==> src/rtl/riscv_pkg.sv <==
// Shared load/store definitions: funct3 size codes, LSU FSM encoding, lane widths.
package riscv_pkg;

    localparam logic [2:0] F3_B  = 3'b000;
    localparam logic [2:0] F3_H  = 3'b001;
    localparam logic [2:0] F3_W  = 3'b010;
    localparam logic [2:0] F3_BU = 3'b100;
    localparam logic [2:0] F3_HU = 3'b101;

    localparam int LANES = 4;
    localparam int BE_W  = LANES;

    typedef enum logic [1:0] {
        S_IDLE = 2'd0,
        S_BUS  = 2'd1,
        S_RESP = 2'd2
    } lsu_state_t;

endpackage

==> src/rtl/lsu_align.sv <==
// Byte-lane steering: byte enables, store replication, load extraction/extension.
module lsu_align
    import riscv_pkg::*;
(
    input  logic [2:0]      i_funct3,
    input  logic [1:0]      i_addr,
    input  logic [31:0]     i_wdata,
    input  logic [31:0]     i_rdata,
    output logic [BE_W-1:0] o_be,
    output logic [31:0]     o_wdata,
    output logic [31:0]     o_rdata
);

    logic [7:0]  w_byte;
    logic [15:0] w_half;

    // Misaligned halves/words just drop the low address bits here
    assign w_byte = i_rdata[{i_addr, 3'b000} +: 8];
    assign w_half = i_rdata[{i_addr[1], 4'b0000} +: 16];

    always_comb begin
        o_be    = '0;
        o_wdata = i_wdata;
        unique case (i_funct3[1:0])
            2'b00: begin
                o_be    = 4'b0001 << i_addr;
                o_wdata = {4{i_wdata[7:0]}};
            end
            2'b01: begin
                o_be    = 4'b0011 << {i_addr[1], 1'b0};
                o_wdata = {2{i_wdata[15:0]}};
            end
            2'b10: o_be = 4'b1111;
            default: o_be = '0;
        endcase
    end

    always_comb begin
        o_rdata = i_rdata;
        unique case (i_funct3)
            F3_B:    o_rdata = {{24{w_byte[7]}}, w_byte};
            F3_BU:   o_rdata = {24'd0, w_byte};
            F3_H:    o_rdata = {{16{w_half[15]}}, w_half};
            F3_HU:   o_rdata = {16'd0, w_half};
            default: o_rdata = i_rdata;
        endcase
    end

endmodule

==> src/rtl/load_store_unit.sv <==
// Single-outstanding load/store unit with bus timeout.
// Define LSU_MISALIGN_TRAP_EN to fault misaligned H/W accesses.
module load_store_unit
    import riscv_pkg::*;
#(
    parameter int TIMEOUT = 16
) (
    input  logic            clk,
    input  logic            rst,
    input  logic            req_valid,
    output logic            req_ready,
    input  logic            memread,
    input  logic            memwrite,
    input  logic [2:0]      funct3,
    input  logic [31:0]     addr,
    input  logic [31:0]     wdata,
    output logic            mem_req,
    output logic            mem_we,
    output logic [31:0]     mem_addr,
    output logic [BE_W-1:0] mem_be,
    output logic [31:0]     mem_wdata,
    input  logic            mem_ack,
    input  logic [31:0]     mem_rdata,
    output logic            resp_valid,
    output logic [31:0]     resp_data,
    output logic            resp_err
);

    localparam logic [7:0] TO_LAST = 8'(TIMEOUT - 1);

    lsu_state_t  r_state, w_next;
    logic        r_rd, r_wr, r_err;
    logic [2:0]  r_f3;
    logic [31:0] r_addr, r_wdata, r_rdata;
    logic [7:0]  r_cnt;

    logic            w_illegal, w_misalign, w_tmo;
    logic [BE_W-1:0] w_be;
    logic [31:0]     w_ld;

`ifdef LSU_MISALIGN_TRAP_EN
    assign w_misalign = ((funct3[1:0] == 2'b01) && addr[0])
                     || ((funct3 == F3_W) && (addr[1:0] != 2'b00));
`else
    assign w_misalign = 1'b0;
`endif

    // Stores only come in B/H/W; unsigned codes are load-only
    assign w_illegal = (memread == memwrite)
                    || (funct3 == 3'b011) || (funct3[2:1] == 2'b11)
                    || (memwrite && funct3[2])
                    || w_misalign;

    assign w_tmo = (r_cnt == TO_LAST);

    lsu_align u_align (
        .i_funct3 (r_f3),
        .i_addr   (r_addr[1:0]),
        .i_wdata  (r_wdata),
        .i_rdata  (r_rdata),
        .o_be     (w_be),
        .o_wdata  (mem_wdata),
        .o_rdata  (w_ld)
    );

    assign mem_addr = {r_addr[31:2], 2'b00};

    always_ff @(posedge clk or negedge rst) begin
        if (!rst) r_state <= S_IDLE;
        else      r_state <= w_next;
    end

    always_comb begin
        w_next = r_state;
        unique case (r_state)
            S_IDLE:  if (req_valid) w_next = w_illegal ? S_RESP : S_BUS;
            S_BUS:   if (mem_ack || w_tmo) w_next = S_RESP;
            S_RESP:  w_next = S_IDLE;
            default: w_next = S_IDLE;
        endcase
    end

    always_comb begin
        req_ready  = (r_state == S_IDLE);
        mem_req    = 1'b0;
        mem_we     = 1'b0;
        mem_be     = '0;
        resp_valid = 1'b0;
        resp_err   = 1'b0;
        resp_data  = '0;
        unique case (r_state)
            S_BUS: begin
                mem_req = 1'b1;
                mem_we  = r_wr;
                mem_be  = w_be;
            end
            S_RESP: begin
                resp_valid = 1'b1;
                resp_err   = r_err;
                resp_data  = (r_rd && !r_err) ? w_ld : '0;
            end
            default: ;
        endcase
    end

    always_ff @(posedge clk or negedge rst) begin
        if (!rst) begin
            r_rd    <= 1'b0;
            r_wr    <= 1'b0;
            r_err   <= 1'b0;
            r_f3    <= '0;
            r_addr  <= '0;
            r_wdata <= '0;
            r_rdata <= '0;
            r_cnt   <= '0;
        end else begin
            unique case (r_state)
                S_IDLE: if (req_valid) begin
                    r_rd    <= memread;
                    r_wr    <= memwrite;
                    r_f3    <= funct3;
                    r_addr  <= addr;
                    r_wdata <= wdata;
                    r_err   <= w_illegal;
                    r_cnt   <= '0;
                end
                S_BUS: begin
                    r_cnt <= r_cnt + 8'd1;
                    if (mem_ack)    r_rdata <= mem_rdata;
                    else if (w_tmo) r_err   <= 1'b1;
                end
                default: ;
            endcase
        end
    end

endmodule

==> config.mk <==
export PLATFORM = sky130hd
export DESIGN_NAME = load_store_unit
export DESIGN_NICKNAME = d
export VERILOG_FILES = /design/src/rtl/riscv_pkg.sv /design/src/rtl/lsu_align.sv /design/src/rtl/load_store_unit.sv
export SDC_FILE = /design/constraint.sdc
export NUM_CORES = 1
export LEC_CHECK = 0
export CORE_UTILIZATION = 57
export CTS_CLUSTER_DIAMETER = 100
export CTS_CLUSTER_SIZE = 16
export DETAILED_ROUTE_END_ITERATION = 10
export DONT_BUFFER_PORTS = 1
export PLACE_DENSITY = 0.84
export SLEW_MARGIN = 5
export SYNTH_ARGS = -nofsm -noshare
export SYNTH_HDL_FRONTEND = slang
export SYNTH_SLANG_ARGS = --single-unit
==> constraint.sdc <==
create_clock -name clk -period 2 [get_ports clk]
set_clock_uncertainty 0.05 [all_clocks]
set_input_delay 0.1 -clock clk [delete_from_list [all_inputs] [get_ports clk]]
set_output_delay 0.1 -clock clk [all_outputs]
set_load 0.05 [all_outputs]
# ---- Word level (Yosys, flattened, before mapping)
# Cells that the tools add are included.
dict set report op_classes {
  n_addsub 1
  shift 4
  n_reduce_logical 16
  eq_ne 15
  muxes 20
}
# cell count
set op_table {}
lappend op_table {{$pmux W32 S4} 1}
lappend op_table {{$mux W32} 2}
lappend op_table {{$pmux W32 S2} 1}
lappend op_table {{$shiftx A32 B6 Y16} 1}
lappend op_table {{$shiftx A32 B6 Y8} 1}
lappend op_table {{$pmux W8 S2} 1}
lappend op_table {{$pmux W4 S3} 1}
lappend op_table {{$add A8 B1 Y8 const B} 1}
lappend op_table {{$eq A8 B4 Y1 const B} 1}
lappend op_table {{$mux W8} 1}
lappend op_table {{$ne A2 B2 Y1 const B} 4}
lappend op_table {{$reduce_and A2 Y1} 4}
lappend op_table {{$mux W1} 7}
lappend op_table {{$eq A2 B2 Y1 const B} 3}
lappend op_table {{$eq A3 B3 Y1 const B} 2}
lappend op_table {{$mux W2} 3}
lappend op_table {{$eq A2 B1 Y1 const B} 2}
lappend op_table {{$logic_not A2 Y1} 2}
lappend op_table {{$logic_or A1 B1 Y1} 4}
lappend op_table {{$mux W4} 1}
lappend op_table {{$pmux W2 S2} 1}
lappend op_table {{$reduce_and A4 Y1} 1}
lappend op_table {{$shl A1 B2 Y4 const A} 1}
lappend op_table {{$shl A2 B2 Y4 const A} 1}
lappend op_table {{other kinds (8)} 9}
dict set report word_totals {
  ff_bits 112
  out_inout_bits 105
  in_bits 105
  elab_cells 65
}

# ---- Logic depth before layout (Yosys ltp)
# Gate-level depths: netlist (run 1).
dict set report depth {
  word_depth 7
  mapped_depth 7
  mapped_depth_nobuf 5
}

# ---- Cells and area by module
# A second synthesis (run 1) with hierarchy kept.
dict set report unflattened {
  cells_unflattened 676
  area_unflattened_um2 6053.3
}
# module n_inst seq_area_each_um2 cells_per_inst area_each_um2
set by_module_without_submodules {}
lappend by_module_without_submodules {load_store_unit 1 2802.7 497 4840.9}
lappend by_module_without_submodules {lsu_align 1 0.0 179 1212.4}

# ---- Least setup slack after synthesis (run 1)
# Ideal clock, no wire load.
dict set report synth_timing {
  path_type {register to output}
  startpoint {register r_state[1]}
  endpoint {output mem_be[1]}
  t_required_ns 1.850
  path_slack_ns -0.586
  path_stages_with_launch 7
  arrival_ns 2.436
  path_buffers 2
  cell_sequence {dfrtp_1 -> nand2b_1 -> buf_2 -> inv_1 -> clkbuf_1 -> o21ai_0 -> a21oi_1}
}
dict set report synth_via {
  elab_chain_len 2
}
# element line
set synth_rtl {}
lappend synth_rtl {{from (decl)} load_store_unit.sv:31} ;# lsu_state_t r_state, w_next;
lappend synth_rtl {{from (signal assigned)} load_store_unit.sv:70} ;# else r_state <= w_next;
lappend synth_rtl {{$eq A2 B1 Y1} load_store_unit.sv:91} ;# unique case (r_state)
lappend synth_rtl {{$mux W4} load_store_unit.sv:91}
lappend synth_rtl {{to (decl)} load_store_unit.sv:20} ;# output logic [BE_W-1:0] mem_be,
# Every way passes these cells.

# ---- Final worst setup path (run 1)
dict set report layout_timing {
  startpoint {register r_addr[1]}
  endpoint {output resp_data[7]}
}
dict set report layout_via {
  elab_chain_len 4
  elab_cells_between_ends 5
  cone_classes {2 x shift; 3 x mux}
}
# element line
set layout_rtl {}
lappend layout_rtl {{from (decl)} load_store_unit.sv:34} ;# logic [31:0] r_addr, r_wdata, r_rdata;
lappend layout_rtl {{from (signal assigned)} load_store_unit.sv:122} ;# r_addr <= addr;
lappend layout_rtl {{$shiftx A32 B6 Y16 or $shiftx A32 B6 Y8 (tied branches)} {lsu_align.sv:19, lsu_align.sv:18}}
lappend layout_rtl {{$pmux W32 S4 (*)} lsu_align.sv:40} ;# unique case (i_funct3)
lappend layout_rtl {{$mux W32 (*)} load_store_unit.sv:100} ;# resp_data = (r_rd && !r_err) ? w_ld : '0;
lappend layout_rtl {{$mux W32 (*)} load_store_unit.sv:91}
lappend layout_rtl {{to (decl)} load_store_unit.sv:25} ;# output logic [31:0] resp_data,
# Mark *: on every way between the ends. The rest lies on a longest branch, timed or not.

==> Flow_metrics.wiki, run 1 <==
{| class="wikitable"
! Metric !! Value
|-
| Run status || complete, but fails checks
|-
| Violated checks || negative hold slack, negative setup slack
|-
| Net count, final || 877
|-
| Drt wl/cell || 23.9 um
|-
| Chip Width || around 100 um
|-
| Register bit total from synthesis || approximately 110
|-
| Number of stages on the worst setup path || 8
|-
| Largest buffer count on any clock path || 2
|-
| DR DRC count || 0
|-
| Gate family responsible for the most delay along the worst path || buffers and inverters
|-
| Slew of the pin with the lowest slew margin || roughly 0.63 ns
|-
| Register area share after synthesis || between 40% and 50%
|-
| Type of element capturing the critical path || primary output
|-
| Root buffer selected by CTS || sky130_fd_sc_hd__clkbuf_8
|-
| Mean instance size in the synthesized netlist || roughly 8.9 sq um
|-
| Critical path's largest stage delay || between 0.4 and 0.5 ns
|-
| Most common cell after layout, fill and taps aside || sky130_fd_sc_hd__nand2_1
|-
| Power after layout || about 0.0097 W
|-
| Start-to-end type of the worst setup path || reg2out
|-
| Die Area || a little over 0.01 sq mm
|-
| Worst hold margin || -0.647 ns
|-
| Final count of hold timing violations || roughly 110
|-
| Post-route ant nets || 0
|-
| Leakage component of the power || approximately 3.9 nW
|-
| Clock transition at the register clock pins on the worst setup and hold paths after CTS || 0.12 ns
|-
| Share of final-layout standard cells stronger than drive strength 1 || roughly 27%
|-
| Period Utilization, post-route || 118%
|-
| Half-perimeter wire length of the detailed placement result || roughly 10000 um
|-
| Source of the critical timing path || r_addr[1]
|-
| Filler cell count in the final layout || about 420
|-
| Standard-cell rows || 35
|-
| Area growth from synthesis to layout || 43.4%
|-
| MaxCap Viol Count || 0
|-
| Footprint of the multi-input gates || ~0.0027 sq mm
|-
| Number of buffers added by the clock tree synthesis step || 9
|-
| Area of all placed cells without fillers || 0.00811 sq mm
|-
| Syn. warnings || 0
|-
| Gate count of the mapped netlist || 637
|-
| Max Fclk || between 400 and 500 MHz
|-
| Slew Limit Headroom || 58.0%
|-
| Register Area || 0.00281 sq mm
|-
| Slack of the critical path || -0.360 ns
|-
| Power per standard cell area || between 1000 and 1500 mW/mm^2
|-
| I/O pins || 210
|-
| Core region area || 0.00942 sq mm
|-
| Final critical path time including I/O delays and setup || 2.36 ns
|-
| Final number of max-transition violations || 0
|-
| H-tree depth || 3
|-
| Count of cell types in the netlist || 39
|-
| Final-layout setup total negative slack || -9.47 ns
|-
| Buffers and inverters on the worst path || 5
|-
| Reg2reg setup slack || between 0.3 and 0.4 ns
|-
| Vias/cell || 6.30
|-
| Depth of the most critical reg-to-reg path || 6
|-
| Violation count after the first detailed-route iteration || 533
|-
| Top library cells by usage in the layout, fill and taps aside || 262 x sky130_fd_sc_hd__nand2_1, 107 x sky130_fd_sc_hd__dfrtp_1, 102 x sky130_fd_sc_hd__dlygate4sd3_1, 40 x sky130_fd_sc_hd__buf_4
|-
| Worst Hold Class || in2async
|-
| Antenna cell count || 0
|-
| Cell-by-cell trace of the critical path || buf_4 > buf_6 > clkinvlp_4 > buf_4 > a21oi_1 > o22ai_1 > nor3_2 > buf_6
|-
| Latest clock arrival within the worst-skew pair || between 0.3 and 0.4 ns
|-
| Worst setup endpoint || resp_data[7]
|-
| Worst Path Max Fanout || 6
|-
| Die height || approximately 100 um
|-
| Maximum number of pins on one net before global-route repair || 113
|-
| Post-cts hold buffer count || approximately 100
|-
| Total vias in the final route || 5693
|-
| Antenna violations before repair || 0
|-
| Global placer's final weighted congestion || between 1 and 1.5
|-
| Total overflow reported by the global router || 0
|-
| Worst IR drop on VDD || approximately 760 uV
|-
| Dpl cell area || between 0.006 and 0.007 sq mm
|-
| CTS tree || done
|-
| Number of optimization iterations in the first detailed-route pass || 6
|-
| Cell Area, Synth || about 0.0057 sq mm
|-
| First-pass GRT wire length || slightly below 30000 um
|-
| Overall routed net length || 21600 um
|-
| Starting density of the core || about three fifths
|-
| Number of buffers inserted by port buffering || 0
|-
| Required time worst endpoint || approximately 1.9 ns
|-
| Vias in the first global route || slightly below 6000
|-
| Overall global routing resource usage || 38.8%
|-
| Worst R2R Start || r_state[0]
|-
| Cell with the largest stage delay on the worst path || sky130_fd_sc_hd__dfrtp_1
|-
| Unrepaired setup endpoints after global routing || yes
|-
| Launching element type of the critical path || flop
|-
| Worst flop-to-flop path endpoint || r_wdata[27]
|-
| TritonCTS sink count || 112
|-
| Crit path DAT || around 2.2 ns
|-
| Setup-failing EPs final || 43
|}
-- final cells by class --
| class | instances | share of cell area, % |
|---|---|---|
| clock buffer | 11 | 1.87 |
| timing repair buffer | 195 | 27.3 |
| inverter | 5 | 0.324 |
| tap | 129 | 1.99 |
| clock inverter | 4 | 0.725 |
| sequential | 112 | 34.6 |
| multi-input combinational | 448 | 33.2 |
-- cell families after synthesis --
kind of cell    Yosys count  share of synthesized area (%)
flops                   112                           49.6
fa+ha+maj                 1                          0.221
simple gates            313                           22.2
mux                      62                           12.3
other cells               1                         0.0663
buf+inv                  78                           8.32
compound gates           70                           7.35
-- how the worst min path moves through the flow --
stage                     slack [ns]  cells past startpoint  startpoint          end
final                          -0.65                      0         rst  r_rdata[20]
after global routing           -0.66                      0         rst    r_addr[6]
after CTS                      -0.66                      0         rst    r_addr[3]
after detailed placement       -0.24                      0         rst    r_addr[3]
after global placement         -0.24                      0         rst    r_addr[2]
after floorplan                -0.25                      0         rst    r_addr[0]
-- metal layers --
metal / up-vias / routed length, um / GRT usage (%)
met1: 2710 / 7240 / 41.1
met2: 528 / 10500 / 64.7
met4: 0 / 1500 / 28.2
li1: 2303 / - / -
met5: - / 0 / 0
met3: 152 / 2360 / 13.0
-- registers in the layout, indices dropped and copies added (netlist names) --
signal and flops:
r_addr 32, r_cnt 8, r_err 1, r_f3 3, r_rd 1, r_rdata 32
r_state 2, r_wdata 32, r_wr 1
-- power by group --
group,internal (W),switching [W],total [W]
Combinational,0.00152,0.00244,0.00397
Clock,0.000661,0.000809,0.00147
Sequential,0.00294,0.00137,0.00431
-- worst register-to-register path, delay by kind of cell, from the launching register on --
| kind | cells | cell delay (ns) |
|---|---|---|
| buf+inv | 2 | 0.45 |
| simple gates | 4 | 0.63 |
| flops | 1 | 0.45 |
-- repair_timing --
action / CTS / global route
buffers inserted: 6 / 10
hold endpoints to repair: 216 / 112
pin swaps: 3 / 9
setup endpoints to repair: 50 / 49
cloned: 0 / 1
resized for setup: 58 / 36
-- synth_stat cells --
library cell | instances | area, sq um
sky130_fd_sc_hd__buf_1 | 4 | 15.0
sky130_fd_sc_hd__nor2b_1 | 4 | 25.0
sky130_fd_sc_hd__nor4_1 | 1 | 6.26
sky130_fd_sc_hd__nor2_2 | 1 | 6.26
sky130_fd_sc_hd__and2_1 | 2 | 12.5
sky130_fd_sc_hd__and3_1 | 4 | 25.0
sky130_fd_sc_hd__a211oi_1 | 1 | 7.51
sky130_fd_sc_hd__buf_6 | 2 | 22.5
sky130_fd_sc_hd__nand3b_1 | 2 | 15.0
sky130_fd_sc_hd__a221o_1 | 6 | 60.1
sky130_fd_sc_hd__dfrtp_1 | 112 | 2800
sky130_fd_sc_hd__nand3_1 | 3 | 15.0
sky130_fd_sc_hd__conb_1 | 1 | 3.75
sky130_fd_sc_hd__buf_4 | 40 | 300
sky130_fd_sc_hd__o22ai_1 | 1 | 6.26
sky130_fd_sc_hd__nor2_1 | 15 | 56.3
sky130_fd_sc_hd__nand2b_1 | 2 | 12.5
sky130_fd_sc_hd__buf_2 | 10 | 50.1
sky130_fd_sc_hd__mux2_1 | 1 | 11.3
sky130_fd_sc_hd__mux2i_1 | 13 | 130
sky130_fd_sc_hd__nor4bb_1 | 1 | 10.0
sky130_fd_sc_hd__a21o_1 | 1 | 7.51
sky130_fd_sc_hd__ha_1 | 1 | 12.5
sky130_fd_sc_hd__nand4_1 | 2 | 12.5
sky130_fd_sc_hd__o21ai_0 | 28 | 140
sky130_fd_sc_hd__nand2_1 | 267 | 1000
sky130_fd_sc_hd__inv_1 | 5 | 18.8
sky130_fd_sc_hd__nor3_1 | 5 | 25.0
sky130_fd_sc_hd__nor3b_1 | 1 | 7.51
sky130_fd_sc_hd__clkbuf_1 | 17 | 63.8
sky130_fd_sc_hd__o21ai_1 | 1 | 5.00
sky130_fd_sc_hd__mux4_2 | 1 | 22.5
sky130_fd_sc_hd__or3_1 | 1 | 6.26
sky130_fd_sc_hd__and2_4 | 1 | 8.76
sky130_fd_sc_hd__a22oi_1 | 7 | 52.6
sky130_fd_sc_hd__nand4bb_1 | 1 | 11.3
sky130_fd_sc_hd__o21ai_4 | 1 | 16.3
sky130_fd_sc_hd__a21oi_1 | 24 | 120
sky130_fd_sc_hd__mux2_2 | 47 | 529
-- per-stage QoR --
stage / instances / utilization [%] / setup WS [ns]
2_1_floorplan: 638 / - / -0.202
3_5_place_dp: 770 / 67.5 / -0.0572
5_1_grt: 904 / 86.1 / -0.400
4_1_cts: 893 / 83.5 / -0.173
3_3_place_gp: 770 / 67.5 / 0.0137
6_report: 904 / 86.1 / -0.360
No activity file was read; power rests on OpenSTA's default activity.
==> run 2, diff against run 1 <==
--- a/config.mk
+++ b/config.mk
@@ -7,2 +7,3 @@
 export LEC_CHECK = 0
+export CORE_ASPECT_RATIO = 0.7
 export CORE_UTILIZATION = 57
==> constraint.sdc (replaced) <==
create_clock -name clk -period 2 [get_ports clk]
set_clock_uncertainty 0.05 [all_clocks]
set_input_delay 0.2 -clock clk [delete_from_list [all_inputs] [get_ports clk]]
set_output_delay 0.2 -clock clk [all_outputs]
set_load 0.05 [all_outputs]
==> run 2 against run 1 <==
The flow still finishes with violations (negative hold slack, negative setup slack). Register-to-register slack got worse by 0.02 ns. Via count shrank 5.4%. Final cell count unchanged. Non-clock buffer count is the same. Sequential power shrank 2%. Utilization shrank 1.7 points.
==> Flow_metrics.wiki, run 2 (synthesis gave the netlist of run 1 again) <==
{| class="wikitable"
! Metric !! Value
|-
| Run status || complete, but fails checks
|-
| Violated checks || negative hold slack, negative setup slack
|-
| Root buffer selected by CTS || sky130_fd_sc_hd__clkbuf_16
|-
| I/O pins || between 200 and 250
|-
| Net switching component of the power || between 0.004 and 0.005 W
|-
| Period Utilization, post-route || 116%
|-
| Overall global routing resource usage || 35.4%
|-
| Launching element type of the critical path || flop
|-
| Antenna cell count || 0
|-
| Worst Path Max Fanout || 7
|-
| Power per standard cell area || around 1200 mW/mm^2
|-
| Worst IR drop on VDD || ~700 uV
|-
| Top library cells by usage in the layout, fill and taps aside || 248 x sky130_fd_sc_hd__nand2_1, 112 x sky130_fd_sc_hd__dfrtp_1, 102 x sky130_fd_sc_hd__dlygate4sd3_1, 53 x sky130_fd_sc_hd__buf_4, 42 x sky130_fd_sc_hd__mux2_2
|-
| Cell with the largest stage delay on the worst path || sky130_fd_sc_hd__dfrtp_1
|-
| Violation count after the first detailed-route iteration || around 500
|-
| Required time worst endpoint || between 1.5 and 2 ns
|-
| Depth of the most critical reg-to-reg path || 5
|-
| Cell-by-cell trace of the critical path || buf_4 > mux2i_1 > nor3_1 > o21ai_4 > buf_6 > buf_12 > nand2_4
|-
| Net count, final || slightly below 900
|-
| Chip Width || between 100 and 150 um
|-
| MaxCap Viol Count || 0
|-
| Switching share of power || 45.7%
|-
| Start-to-end type of the worst setup path || reg2out
|-
| Post-place setup slack || approximately 0.086 ns
|-
| Max Fclk || 430 MHz
|-
| Power after layout || 0.00998 W
|-
| Type of element capturing the critical path || primary output
|-
| Most common cell after layout, fill and taps aside || sky130_fd_sc_hd__nand2_1
|-
| Share of final-layout standard cells stronger than drive strength 1 || between 20% and 30%
|-
| TritonCTS sink count || ~110
|-
| Vias/cell || a little under 6
|-
| Unrepaired setup endpoints after global routing || yes
|-
| Final critical path time including I/O delays and setup || 2.33 ns
|-
| Slew of the pin with the lowest slew margin || 0.608 ns
|-
| Crit path DAT || 2.08 ns
|-
| Half-perimeter wire length of the detailed placement result || between 10000 and 15000 um
|-
| Biggest registers after layout || r_addr x32, r_rdata x32, r_wdata x32
|-
| Worst Hold Class || in2async
|-
| Area growth from synthesis to layout || 44.0%
|-
| Leakage component of the power || 3.88 nW
|-
| Slack of the critical path || -0.328 ns
|-
| Final count of hold timing violations || 112
|-
| Die height || 85.3 um
|-
| Die Area || 0.0103 sq mm
|-
| H-tree depth || 3
|-
| Part of the total power dissipated in sequential elements || 42.2%
|-
| Worst hold margin || -0.515 ns
|-
| DR DRC count || 0
|-
| Clock power frac || roughly a fifth
|-
| Total overflow reported by the global router || 0
|-
| Worst R2R Start || r_state[0]
|-
| Overall routed net length || around 19000 um
|-
| Maximum number of pins on one net before global-route repair || 113
|-
| Number of buffers inserted by port buffering || 0
|-
| Total vias in the final route || roughly 5400
|-
| Setup-failing EPs final || 35
|-
| Critical path's largest stage delay || around 0.41 ns
|-
| Vias in the first global route || approximately 5300
|-
| Number of buffers added by the clock tree synthesis step || 9
|-
| Reg2reg setup slack || 0.32 ns
|-
| Clock transition at the register clock pins on the worst setup and hold paths after CTS || ~0.08 ns
|-
| Gate power share || a little under two fifths
|-
| Total internal power || ~0.0054 W
|-
| Post-cts hold buffer count || 102
|-
| Worst flop-to-flop path endpoint || r_err
|-
| Post-route ant nets || 0
|-
| Starting density of the core || around three fifths
|-
| Number of optimization iterations in the first detailed-route pass || 5
|-
| Standard-cell rows || 30
|-
| Slew Limit Headroom || roughly three fifths
|-
| Antenna violations before repair || 0
|-
| Core region area || between 0.009 and 0.01 sq mm
|-
| CTS tree || done
|-
| Global placer's final weighted congestion || 0.879
|-
| First-pass GRT wire length || 27700 um
|-
| Drt wl/cell || roughly 21 um
|-
| Final number of max-transition violations || 0
|-
| Largest buffer count on any clock path || 2
|-
| Latest clock arrival within the worst-skew pair || 0.35 ns
|}
==> run 2: cell count changes in the layout (fill, tap and decap cells not counted), sizes merged <==
cell      change
clkinvlp      +1
inv           +1
clkbuf        -3
clkinv        +1
buf           +1
==> run 2: repair_timing <==
action                     4_1_cts  5_1_grt
gates cloned                     1        0
resized for setup               50       34
buffers inserted                 7       14
hold endpoints to repair       215      112
setup endpoints to repair       39       45
pin swaps                        9        5
==> run 2: layout make-up <==
| class | count | area, sq um |
|---|---|---|
| Clock inverter | 7 | 93.8 |
| Sequential cell | 112 | 2800 |
| Fill cell | 466 | 1500 |
| Multi-Input combinational cell | 448 | 2760 |
| Tap cell | 128 | 160 |
| Inverter | 5 | 26.3 |
| Timing Repair Buffer | 195 | 2080 |
| Clock buffer | 9 | 225 |
==> run 2: routing by layer <==
metal / global-route usage [%] / up-vias / share of wire, %
li1: - / 2314 / -
met1: 44.1 / 2607 / 38
met2: 60.2 / 362 / 49
met3: 8.06 / 101 / 9.1
met4: 14.1 / 0 / 4.6
met5: 0 / - / 0
==> run 2: power groups by stage <==
stage | Sequential [W] | Combinational (W) | Clock [W]
floorplan | 0.00334 | 0.00329 | 0
global placement | 0.00409 | 0.00305 | 0
detailed placement | 0.00414 | 0.00314 | 0
CTS | 0.00409 | 0.00350 | 0.00194
global route | 0.00426 | 0.00404 | 0.00204
finish | 0.00421 | 0.00384 | 0.00193
==> run 2: stage by stage <==
| step | setup TNS, ns | area [sq um] | cells | utilization, % |
|---|---|---|---|---|
| floorplan | -1.37 | 5760 | 638 | - |
| global placement | 0 | 6310 | 766 | 65.5 |
| detailed placement | 0 | 6310 | 766 | 65.5 |
| CTS | -5.75 | 7930 | 892 | 82.2 |
| global route | -10.04 | 8150 | 904 | 84.4 |
| finish | -8.03 | 8150 | 904 | 84.4 |
==> run 2: worst max-delay path: cells and delay by family, from the launching register on <==
kind,cells,cell delay [ns]
mux,1,0.14
simple gates,2,0.54
compound gates,1,0.15
flops,1,0.41
buf+inv,3,0.47
==> run 2: how the worst max path moves through the flow <==
stage	startpoint	endpoint	cells after the start
after CTS	r_addr[1]	resp_data[25]	6
after floorplan	r_f3[1]	mem_wdata[24]	4
after global placement	r_addr[1]	resp_data[6]	6
after global routing	r_addr[1]	resp_data[29]	7
after detailed placement	r_rdata[23]	resp_data[17]	6
final	r_addr[1]	resp_data[29]	7
